File: config.mk
export PLATFORM = sky130hd
export DESIGN_NAME = bus_rr_arbiter
export DESIGN_NICKNAME = d
export VERILOG_FILES = /design/src/rtl/bus_rr_arbiter.sv
export SDC_FILE = /design/constraint.sdc
export NUM_CORES = 1
export LEC_CHECK = 0
export CAP_MARGIN = 10
export CORE_AREA = 2 2 138 140
export CTS_CLUSTER_SIZE = 25
export DETAILED_ROUTE_END_ITERATION = 8
export DIE_AREA = 0 0 140 142
export PLACE_DENSITY = 0.67
export SYNTH_ARGS = -nofsm -noshare
export SYNTH_HDL_FRONTEND = slang
export SYNTH_SLANG_ARGS = --single-unit
File: constraint.sdc
create_clock -name clk -period 2.24 [get_ports clk]
set_input_delay 0.448 -clock clk [delete_from_list [all_inputs] [get_ports clk]]
set_output_delay 0.448 -clock clk [all_outputs]
set_load 0.05 [all_outputs]
File: src/rtl/bus_rr_arbiter.sv
// Round-robin arbiter sharing one registered write-only bus between NUM_REQ requesters.
// Define ARB_TIMEOUT_EN to add a stall watchdog that drops stuck beats and raises timeout_err.
module bus_rr_arbiter #(
  parameter int NUM_REQ     = 4,
  parameter int ADDR_W      = 32,
  parameter int DATA_W      = 32,
  parameter int TIMEOUT_CYC = 16,
  localparam int ID_W       = (NUM_REQ > 1) ? $clog2(NUM_REQ) : 1
) (
  input  logic                      clk,
  input  logic                      rst_n,
  input  logic [NUM_REQ-1:0]        req_valid,
  input  logic [NUM_REQ*ADDR_W-1:0] req_addr,
  input  logic [NUM_REQ*DATA_W-1:0] req_wdata,
  output logic [NUM_REQ-1:0]        req_ready,
  output logic                      bus_valid,
  output logic [ADDR_W-1:0]         bus_addr,
  output logic [DATA_W-1:0]         bus_wdata,
  input  logic                      bus_ready,
  output logic [ID_W-1:0]           grant_id,
`ifdef ARB_TIMEOUT_EN
  output logic                      timeout_err,
`endif
  output logic [15:0]               txn_count
);

  logic            load;
  logic            win_found;
  logic [ID_W-1:0] win_id;
  logic [ID_W-1:0] cand;
  logic [ID_W-1:0] last;
  logic            drop_beat;

  assign load = !bus_valid || bus_ready;

  // NOTE: every variable driven here gets a default first, so no path leaves a latch behind.
  always_comb begin
    win_found = 1'b0;
    win_id    = '0;
    cand      = '0;
    req_ready = '0;
    // Search starts one past the previous winner, so the last owner has lowest priority.
    for (int k = 1; k <= NUM_REQ; k++) begin
      cand = ID_W'((int'(last) + k) % NUM_REQ);
      if (!win_found && req_valid[cand]) begin
        win_found = 1'b1;
        win_id    = cand;
      end
    end
    if (rst_n && load && win_found)
      req_ready[win_id] = 1'b1;
  end

`ifdef ARB_TIMEOUT_EN
  localparam int TO_W = (TIMEOUT_CYC > 2) ? $clog2(TIMEOUT_CYC) : 1;

  logic [TO_W-1:0] stall_cnt;

  assign drop_beat = bus_valid && !bus_ready && (stall_cnt == TO_W'(TIMEOUT_CYC - 1));

  always_ff @(posedge clk or negedge rst_n) begin
    if (!rst_n) begin
      stall_cnt   <= '0;
      timeout_err <= 1'b0;
    end else begin
      if (load)
        stall_cnt <= '0;
      else if (bus_valid && !bus_ready)
        stall_cnt <= stall_cnt + 1'b1;
      if (drop_beat)
        timeout_err <= 1'b1;
    end
  end
`else
  assign drop_beat = 1'b0;
`endif

  // NOTE: state registers use non-blocking assignments so every flop samples pre-edge values.
  always_ff @(posedge clk or negedge rst_n) begin
    if (!rst_n) begin
      bus_valid <= 1'b0;
      bus_addr  <= '0;
      bus_wdata <= '0;
      grant_id  <= '0;
      last      <= ID_W'(NUM_REQ - 1);
      txn_count <= '0;
    end else begin
      if (bus_valid && bus_ready)
        txn_count <= txn_count + 16'd1;
      if (load) begin
        if (win_found) begin
          bus_valid <= 1'b1;
          bus_addr  <= req_addr[int'(win_id)*ADDR_W +: ADDR_W];
          bus_wdata <= req_wdata[int'(win_id)*DATA_W +: DATA_W];
          grant_id  <= win_id;
          last      <= win_id;
        end else begin
          bus_valid <= 1'b0;
        end
      end else if (drop_beat) begin
        // A timed-out beat is discarded without counting; arbitration restarts next cycle.
        bus_valid <= 1'b0;
      end
    end
  end

endmodule

### Word-level counts from Yosys, hierarchy flattened

Index checks and enable logic that the tools add are counted.
Widths: inputs -> output; s select.

| word-level totals | value |
|---|---|
| register bits | 85 |
| word-level logic and storage cells | 52 |
| input port bits | 263 |
| output and inout bits | 87 |

| operators by class | value |
|---|---|
| magnitude comparators | 6 |
| shift operators | 2 |
| reduce and logical (&&, ||, !) cells | 13 |
| muxes and demuxes | 20 |
| $add $sub $neg | 5 |

Operator list:

| kind | number |
|---|---|
| $shiftx 128x8->32 | 2 |
| $add 16x1->16 const B | 1 |
| $lt 2x3->1 const B | 5 |
| $mux 1 | 10 |
| $bmux 1 s2 | 4 |
| $mux 2 | 4 |
| $logic_and 1x1->1 | 7 |
| $add 2x1->2 const B | 2 |
| $add 2x2->2 const B | 2 |
| $logic_not 1->1 | 4 |
| $mux 4 | 1 |
| $demux 1 s2 | 1 |
| $ge 2x1->1 const B | 1 |
| $reduce_and 2->1 | 1 |
| $logic_or 1x1->1 | 1 |

### Logic depth before layout (Yosys ltp)

| depth | value |
|---|---|
| depth in word-level cells | 18 |
| depth in mapped cells | 8 |
| mapped depth without buffers | 6 |

### Worst setup path before layout

Ideal clock, no wire load.

| timing path | value |
|---|---|
| path kind | flip-flop to output port |
| start | reg bus_valid |
| end | out req_ready[0] |
| stages on the path, launching flop included | 6 |
| path buffers | 2 |
| arrival | 2.076 ns |
| data required time | 1.792 ns |
| path slack | -0.284 ns |
| cells stage by stage | dfrtp_1 > nand2b_1 > a21boi_2 > clkbuf_1 > clkbuf_1 > and3_1 |

| between the ends | value |
|---|---|
| longest elaborated chain between the ends | 5 |

RTL lines:

| element | line | source |
|---|---|---|
| start: declaration | 16 | `output logic bus_valid,` |
| start signal: assignment | 81 | `bus_valid <= 1'b0;` |
| start signal: assignment | 92 | `bus_valid <= 1'b1;` |
| start signal: assignment | 98 | `bus_valid <= 1'b0;` |
| $logic_not 1->1 | 34 | `assign load = !bus_valid \|\| bus_ready;` |
| $logic_or 1x1->1 | 34 |  |
| $logic_and 1x1->1 (2 in a row) | 50 | `if (rst_n && load && win_found)` |
| $mux 4 | 50 |  |
| end: declaration | 15 | `output logic [NUM_REQ-1:0] req_ready,` |

Every way passes these cells.

### Final worst setup path

| timing path | value |
|---|---|
| start | in bus_ready |
| end | out req_ready[1] |

| between the ends | value |
|---|---|
| longest elaborated chain between the ends | 4 |

RTL lines:

| element | line | source |
|---|---|---|
| start: declaration | 19 | `input logic bus_ready,` |
| $logic_or 1x1->1 | 34 |  |
| $logic_and 1x1->1 (2 in a row) | 50 |  |
| $mux 4 | 50 |  |

Every way passes these cells.

==> metrics.md <==
| Metric | Value |
|---|---|
| Outcome | complete, but fails checks |
| Violated checks | DRC |
| Final weighted congestion in routability-driven placement | 0.878 |
| Most common cell in the synthesized netlist | sky130_fd_sc_hd__dfrtp_1 |
| Post-synthesis sequential area ratio | 41.7% |
| Io pins | 350 |
| Count of nets after finishing | 1188 |
| Leakage power | 3.93 nW |
| Setup violators final | 0 |
| Clock Pin Slew Worst Setup and Hold Paths | 0.06 ns |
| Post-synthesis instance area | 5100 sq um |
| Master cell of the clock root buffer | sky130_fd_sc_hd__clkbuf_16 |
| Setup Crit Path Kind | in -> out |
| Die Width | 140 um |
| Async SR Flop Fraction | 100% |
| Crit path largest cell delay | 0.50 ns |
| Cell type of the slowest stage on the worst timing path | sky130_fd_sc_hd__clkdlybuf4s50_1 |
| Via Count | 6017 |
| Leading post-synthesis cells by cell area | sky130_fd_sc_hd__dfrtp_1 (41%), sky130_fd_sc_hd__mux2i_1 (13%), sky130_fd_sc_hd__a221oi_1 (11%) |
| Final number of hold-violating endpoints | 0 |
| Final Power | 8.36 mW |
| Layout cell share with drive strength beyond 1 | 11.7% |
| Vertical die dimension | 142 um |
| Routed wirelength normalized by instance count | 18.7 um |
| Hpwl dp | 16600 um |
| Final count of pins violating max slew | 0 |
| Top cell types by occurrence after synthesis | sky130_fd_sc_hd__dfrtp_1 (83), sky130_fd_sc_hd__nor2_1 (71), sky130_fd_sc_hd__o22ai_1 (65) |
| Final hold slack | 0.467 ns |
| Power density cells | 854 nW/um^2 |
| Pin count of the biggest net entering global routing | 82 |
| Total congestion overflow after global routing | 0 |
| Number of instances in the synthesized netlist | 545 |
| CTS max path bufs | 2 |
| CTS tree | built |
| Dominant synthesized flop cell | sky130_fd_sc_hd__dfrtp_1 |
| Maximum clock frequency | 464 MHz |
| Final design area excluding fillers | 9780 sq um |
| Final cycle utilization of the critical path | 96.3% |
| Sort of element at the end of the critical path | output port |
| Total Routing Usage GR | 21.3% |
| Worst hold path class | reg -> reg |
| Iteration-0 DRC count of the detailed router | 316 |
| Crit path arrival time | 1.71 ns |
| Clock buffers created by TritonCTS | 9 |
| Critical path buffers and inverters | 2 |
| Overall die area | 19900 sq um |
| Clock skew | 0.00712 ns |
| Worst slew slack as a fraction of its limit | 61.4% |
| Cell type with the largest total area after synthesis | sky130_fd_sc_hd__dfrtp_1 |
| Pre-antenna DRT Iters | 8 |
| Total Wirelength | 21700 um |
| Area share of the largest cell type after synthesis | 40.7% |
| Worst-margin pin slew | 0.577 ns |
| Post-synthesis area per instance | 9.37 sq um |
| Final routed DRC violation total | 13 |
| Number of nets produced by synthesis | 809 |
| Max Fanout on Critical Path | 5 |
| YS warnings | 0 |
| Number of enable flip-flop cells after synthesis | 0 |
| Final Util | 53.0% |
| Setup Slack @ Placement | -0.334 ns |
| Synthesis-stage register bit count | 85 |
| Minimum clock period after layout | 2.16 ns |
| Worst setup margin | 0.0833 ns |
| Cell family with the largest share of critical-path delay | buffers and inverters |
| Crit start category | input pin |
| Starting Density | 27.7% |
| First-pass GRT wire length | 32900 um |
| Critical Path, Cell by Cell | clkdlybuf4s50_1, nand2b_4, a21boi_4, and3_4, buf_12 |
| Max_cap viols | 0 |
| Number of port buffers | 349 |
| Area of the core region | 18500 sq um |
| Skew-Pair Late Insertion Delay | 0.34 ns |
| Worst Path Required | 1.79 ns |
| Synth cell types | 39 |
| Unrepaired setup endpoints after global routing | yes |
| Vias in the first global route | 5873 |
| CTS H-tree depth | 3 |
| TritonCTS sink count | 85 |
| Worst IR drop on VDD | 0.395 mV |
| Post-place instance area | 9390 sq um |
| Antenna fix cells | 0 |
| Vias per cell | 5.17 |
| Initial antenna violation count | 0 |
| Remaining antenna violation count after routing | 0 |
| # rows | 50 |
| Signed area change from the synthesized netlist to the final layout | 91.6% |
-- worst reg2reg max path: cells and delay by family, from the launching register on --
family	cells	cell delay (ns)
AOI/OAI and AO/OA	3	0.44
buffers and inverters	3	0.55
DFF	1	0.62
muxes	1	0.25
and+or+nand+nor	1	0.10
-- routing by layer --
layer	GRT usage, %	vias up	wire [um]
met5	0	-	0
met2	37.1	224	11000
met1	26.3	2895	8880
met3	5.05	30	1380
li1	-	2868	-
met4	6.27	0	426
-- metrics by stage --
step	std cells	setup TNS [ns]
final	1163	0
after floorplan	545	0
after global placement	1136	-11.12
after detailed placement	1136	-14.21
after CTS	1158	0
after global routing	1163	-0.0357
-- layout make-up --
| cell class | instances | area [sq um] |
|---|---|---|
| clock buffer | 9 | 225 |
| clock inverter | 7 | 72.6 |
| fill | 1678 | 8680 |
| inverter | 3 | 11.3 |
| multi-input combinational | 407 | 2800 |
| sequential | 85 | 2130 |
| tap | 234 | 293 |
| timing repair buffer | 418 | 4250 |
-- where the power goes --
group | internal (mW) | switching, mW | leakage (nW) | total, mW
Clock | 0.869 | 0.676 | 0.142 | 1.54
Sequential | 1.92 | 0.333 | 0.975 | 2.25
Combinational | 1.95 | 2.61 | 2.81 | 4.56
Total | 4.74 | 3.62 | 3.93 | 8.36
-- cell families after synthesis --
logic type | Yosys count | synth area share (%)
buf+inv | 53 | 4.80
compound gates | 215 | 28.7
simple gates | 111 | 9.24
flops | 85 | 41.7
xor+xnor | 15 | 2.57
mux | 65 | 12.8
fa+ha+maj | 1 | 0.245
-- final timing paths --
| kind | start | to | slack, ns | cells after the start |
|---|---|---|---|---|
| worst max-delay path | bus_ready | req_ready[1] | 0.08 | 5 |
| worst max register to register | last[1] | bus_wdata[0] | 0.15 | 8 |
| max in group asynchronous | rst_n | bus_addr[27] | 1.05 | 3 |
| worst min register to register | txn_count[15] | txn_count[15] | 0.47 | 1 |
| worst min-delay path | txn_count[15] | txn_count[15] | 0.47 | 1 |
| min in group asynchronous | rst_n | grant_id[0] | 0.49 | 2 |
-- sequential cells by signal, indices dropped and copies added (netlist names) --
name / cells
last: 2
grant_id: 2
bus_valid: 1
txn_count: 16
bus_wdata: 32
bus_addr: 32
-- cell usage in the layout, fill, tap and decap left out, types with 2 or more instances in the layout --
master / synthesis / routed
sky130_fd_sc_hd__nand2b_1: 3 / 2
sky130_fd_sc_hd__nor2_2: 2 / 2
sky130_fd_sc_hd__nand2_2: 0 / 2
sky130_fd_sc_hd__dlygate4sd2_1: 0 / 4
sky130_fd_sc_hd__nand3_1: 6 / 6
sky130_fd_sc_hd__clkinv_2: 0 / 2
sky130_fd_sc_hd__mux2i_1: 64 / 63
sky130_fd_sc_hd__buf_4: 1 / 52
sky130_fd_sc_hd__nor3_1: 2 / 2
sky130_fd_sc_hd__a21oi_1: 6 / 6
sky130_fd_sc_hd__inv_1: 3 / 3
sky130_fd_sc_hd__and3_4: 0 / 4
sky130_fd_sc_hd__clkbuf_16: 0 / 9
sky130_fd_sc_hd__clkdlybuf4s50_1: 0 / 340
sky130_fd_sc_hd__buf_12: 0 / 20
sky130_fd_sc_hd__clkinvlp_4: 0 / 2
sky130_fd_sc_hd__inv_6: 0 / 2
sky130_fd_sc_hd__dfrtp_1: 83 / 82
sky130_fd_sc_hd__and3_1: 6 / 2
sky130_fd_sc_hd__o22ai_1: 65 / 65
sky130_fd_sc_hd__nor2_1: 71 / 71
sky130_fd_sc_hd__dfstp_2: 2 / 2
sky130_fd_sc_hd__nor2b_1: 2 / 2
sky130_fd_sc_hd__o21ai_1: 6 / 6
sky130_fd_sc_hd__o21ai_0: 63 / 63
sky130_fd_sc_hd__nand4_1: 3 / 3
sky130_fd_sc_hd__xnor2_1: 11 / 11
sky130_fd_sc_hd__a221oi_1: 64 / 64
sky130_fd_sc_hd__xor2_1: 4 / 4
sky130_fd_sc_hd__nand2_1: 14 / 12
-- timing repair --
item                                    CTS  global route
hold buffers                              1             0
pin swaps                                 3             1
endpoints found under the hold margin     2             0
resized for setup                         5             2
setup buffers                             5             5
endpoints found under the setup margin    4            12
Power figures use the tool's default switching activity.
